[config.mk]
export PLATFORM = sky130hd
export DESIGN_NAME = wb_queue
export DESIGN_NICKNAME = d
export VERILOG_FILES = /design/src/rtl/wb_queue.sv
export SDC_FILE = /design/constraint.sdc
export NUM_CORES = 1
export LEC_CHECK = 0
export CAP_MARGIN = 15
export CORE_ASPECT_RATIO = 0.5
export CORE_UTILIZATION = 50
export DETAILED_ROUTE_END_ITERATION = 10
export GPL_TIMING_DRIVEN = 0
export PLACE_DENSITY_LB_ADDON = 0.2
export SKIP_CTS_REPAIR_TIMING = 1
export SYNTH_ARGS = -nofsm -noshare
export SYNTH_HDL_FRONTEND = slang
export SYNTH_SLANG_ARGS = --single-unit
[constraint.sdc]
create_clock -name clk -period 7.1 [get_ports clk]
set_input_delay 1.775 -clock clk [delete_from_list [all_inputs] [get_ports clk]]
set_output_delay 1.775 -clock clk [all_outputs]
set_load 0.02 [all_outputs]
[src/rtl/wb_queue.sv]
// Register-file write-back queue: DEPTH-entry FIFO of {rd, data} with youngest-match bypass.
// Accept-to-W_en latency >= 1 cycle; in_ready = !full (ignores same-cycle drain), wb_hold stalls the drain.
module wb_queue #(
  parameter int DEPTH = 4
) (
  input  logic                       clk,
  input  logic                       rst,
  input  logic                       in_valid,
  output logic                       in_ready,
  input  logic [4:0]                 in_rd,
  input  logic [31:0]                in_data,
  input  logic                       wb_hold,
  output logic                       W_en,
  output logic [4:0]                 Rd,
  output logic [31:0]                Wr_data,
  input  logic [4:0]                 Rs1,
  input  logic [4:0]                 Rs2,
  output logic                       fwd1_hit,
  output logic                       fwd2_hit,
  output logic [31:0]                fwd1_data,
  output logic [31:0]                fwd2_data,
  output logic [$clog2(DEPTH):0]     count,
  output logic                       empty,
  output logic                       full
);

  localparam int PW = $clog2(DEPTH);
  localparam int CW = PW + 1;

  logic [4:0]    rd_mem   [DEPTH];
  logic [31:0]   data_mem [DEPTH];
  logic [DEPTH-1:0] valid;
  logic [PW-1:0] head;
  logic [PW-1:0] tail;
  logic [CW-1:0] cnt;
  logic          push;
  logic          pop;
  logic [PW-1:0] scan_idx;

  assign count    = cnt;
  assign empty    = (cnt == '0);
  assign full     = (cnt == CW'(DEPTH));
  assign in_ready = !full;

  // Writes to r0 are accepted but never stored.
  assign push = in_valid && in_ready && (in_rd != 5'd0);
  assign pop  = W_en;

  assign W_en    = !empty && !wb_hold;
  assign Rd      = empty ? 5'd0  : rd_mem[head];
  assign Wr_data = empty ? 32'd0 : data_mem[head];

  always_ff @(posedge clk or posedge rst) begin
    if (rst) begin
      head  <= '0;
      tail  <= '0;
      cnt   <= '0;
      valid <= '0;
      for (int i = 0; i < DEPTH; i++) begin
        rd_mem[i]   <= '0;
        data_mem[i] <= '0;
      end
    end else begin
      if (push) begin
        rd_mem[tail]   <= in_rd;
        data_mem[tail] <= in_data;
        tail           <= tail + PW'(1);
      end
      if (pop) begin
        head <= head + PW'(1);
      end
      // Clear before set: head and tail coincide only when empty or full, and neither allows both.
      if (pop)  valid[head] <= 1'b0;
      if (push) valid[tail] <= 1'b1;
      case ({push, pop})
        2'b10:   cnt <= cnt + CW'(1);
        2'b01:   cnt <= cnt - CW'(1);
        default: cnt <= cnt;
      endcase
    end
  end

  // Scan oldest to youngest so the last match wins.
  always_comb begin
    fwd1_hit  = 1'b0;
    fwd1_data = '0;
    fwd2_hit  = 1'b0;
    fwd2_data = '0;
    scan_idx  = '0;
    for (int i = 0; i < DEPTH; i++) begin
      scan_idx = head + PW'(i);
      if (valid[scan_idx] && (Rs1 != 5'd0) && (rd_mem[scan_idx] == Rs1)) begin
        fwd1_hit  = 1'b1;
        fwd1_data = data_mem[scan_idx];
      end
      if (valid[scan_idx] && (Rs2 != 5'd0) && (rd_mem[scan_idx] == Rs2)) begin
        fwd2_hit  = 1'b1;
        fwd2_data = data_mem[scan_idx];
      end
    end
  end

endmodule

==> reports/qor.csv <==
metric,value,unit
status,"finished, final reports clean",
netlist_top_cells_area,"dfrtp_1 32%, mux4_2 27%, mux2_2 13%",
path_buf_inv,10,
clock-sinks,159,
r2r_start,head[0],
initial_core_util,51.6,%
ys_ff_latch,159,
firstDrtPassIters,6,
path_clk_slew,60,ps
drv_cap,0,
async_flop_share,100,%
rsz0062_at_grt,false,
drive_gt1_share,37.5,%
crit_type,register to output pin,
antenna_left,0,
yosys-top-cells-count,"159 x dfrtp_1, 152 x mux4_2, 148 x mux2_2",
worst-r2r-setup-slack,3330,ps
core,0.0243,sq mm
io-pin-count,161,
p_leak,6.51,nW
ir_worst_vdd,249,uV
synth_edf_count,0,
avgSynthCellArea,12.7,sq um
place.port_buffers,150,
antenna_found_initial,1,
drc,0,
pwr_density_cell,622,mW/mm^2
synth_top_cell_by_area,dfrtp_1,
hpwl,28600,um
maxSlewViolCount,0,
netlist.area_leader.share,31.7,%
min-delay-start,count[2],
setup_tns,0,ps
max_stage_delay,700,ps
cts-buffers-inserted,17,
crit_fanout,10,
synth_area,0.0126,sq mm
wl_per_cell,26.9,um
clock_skew,9.14,ps
grt_pass1_wl,60400,um
slowest_stage,clkdlybuf4s50_1,
critPathMostFrequentCell,buf_6,
dr_total_vias,10200,
htree_levels,4,
final_nets,1225,
worst_slew_pin_slew,1150,ps
root_buffer,clkbuf_16,
cp-startpoint,head[0],
period_needed,6950,ps
max_freq,0.144,GHz
grt_usage,32.2,%
setup_viol,0,
drt-initial-drc-count,1212,
ys.flop_type,dfrtp_1,
setup.worst_path.start_class,register,
dieArea,0.0258,sq mm
synth_cell_types,39,
die_w,226,um
fin_crit_sh,97.9,%
wirelength,40700,um
place_ws,-962,ps
clock_latency,450,ps
hold_class,register to register,
area_growth,22.7,%
ys_seq_area_share,31.7,%
finalHoldViolations,0,
layout_setup_ws,146,ps
crit_family,buffers and inverters,
syn_inst,986,
grt_max_degree,97,
crit_chain,buf_6 -> buf_12 -> buf_6 -> buf_4 -> buf_6 -> buf_6 -> inv_1 -> ha_2 -> buf_4 -> mux4_2 -> xnor2_1 -> nand4_1 -> nor2_4 -> clkbuf_4 -> nor3_1 -> a211oi_1 -> clkdlybuf4s50_1,
gp_congestion,0.949,
dieHeight,114,um
overflow,0,
clockBufferDepth,2,
grt_pass1_vias,10100,
antenna_cells,0,
crit_path_end_kind,output pin,
worstPathArrival,5180,ps
hold_slack,530,ps
yosysWarnings,0,
num_rows,40,
required,5330,ps
cts_tree,built,
slew_headroom,23.2,%
via_per_inst,6.77,
synth_nets,1047,
synth_most_common_cell,dfrtp_1,
==> state kept, by name, summed over array words and instances, names as in the netlist <==
| signal | cells |
|---|---|
| count | 3 |
| data_mem | 128 |
| head | 2 |
| rd_mem | 20 |
| tail | 2 |
| valid | 4 |
==> worst paths after layout <==
kind / end / cells past startpoint
max: fwd2_data[29] / 17
min: count[2] / 1
max reg2reg: head[1] / 14
min reg2reg: count[2] / 1
max in group asynchronous: data_mem[49] / 3
min in group asynchronous: data_mem[24] / 2
==> per-layer routing <==
metal | wire length, um | vias to the layer above | global-route usage, %
li1 | - | 4185 | -
met1 | 16600 | 5336 | 44.8
met2 | 19000 | 645 | 50.1
met3 | 4230 | 80 | 7.62
met4 | 903 | 2 | 10.8
met5 | 13 | - | 0
==> power breakdown <==
| group | switching [mW] | leakage (nW) | internal [mW] |
|---|---|---|---|
| Sequential | 0.559 | 1.89 | 1.38 |
| Combinational | 3.28 | 4.34 | 3.43 |
| Clock | 0.411 | 0.289 | 0.532 |
==> worst reg2reg max path, stage by stage, from the launching register on <==
cell and delay, ps:
dfrtp_1 390, buf_6 200, buf_12 160, buf_6 190, buf_4 230, buf_6 210, buf_6 220, inv_1 110
ha_2 420, buf_4 230, buf_2 390, clkbuf_4 390, buf_2 380, nand2_1 80, o21ai_0 90
==> per-stage QoR <==
stage	util [%]	instances	instance area [sq um]	total power, mW
after floorplan	-	986	12600	6.47
after detailed placement	59.7	1473	14500	8.49
final	63.4	1513	15400	9.59
after global routing	63.4	1513	15400	10.0
after CTS	62.1	1505	15100	9.45
after global placement	59.5	1472	14500	8.28
==> cell type report <==
class                   count  area, sq um
plain buffers              96          568
clock buffers              18          439
clock inverters            14          158
fillers                  1868         8910
inverters                  10         42.5
multi-input cells         720         8070
flip-flops and latches    159         3980
well taps                 336          420
repair buffers            160         1740
==> placed cells by master, fill, tap and decap left out, types with 4 or more instances in the layout <==
| cell type | n |
|---|---|
| ha_1 | 8 |
| a211oi_1 | 9 |
| nand3_1 | 12 |
| o221ai_1 | 34 |
| nor2_1 | 12 |
| mux2i_1 | 59 |
| clkbuf_16 | 17 |
| nand4_1 | 7 |
| dfrtp_1 | 159 |
| buf_6 | 9 |
| clkbuf_4 | 9 |
| xor2_1 | 6 |
| clkinv_4 | 5 |
| clkbuf_1 | 29 |
| mux4_2 | 152 |
| buf_1 | 4 |
| o221ai_2 | 20 |
| nor2b_1 | 37 |
| buf_2 | 30 |
| buf_4 | 14 |
| nand2_1 | 133 |
| o211ai_1 | 4 |
| nor3_1 | 9 |
| mux2_2 | 148 |
| inv_1 | 9 |
| xnor2_1 | 39 |
| nand3b_1 | 6 |
| dlymetal6s2s_1 | 53 |
| clkbuf_2 | 7 |
| clkdlybuf4s50_1 | 96 |
==> logic make-up after synthesis <==
| logic type | Yosys count | synth area share [%] |
|---|---|---|
| buf+inv | 108 | 4.32 |
| mux | 359 | 45.2 |
| fa+ha+maj | 10 | 1.06 |
| simple gates | 230 | 8.50 |
| flops | 159 | 31.7 |
| xor+xnor | 45 | 3.14 |
| compound gates | 75 | 6.08 |
No activity file was read; power rests on OpenSTA's default activity.
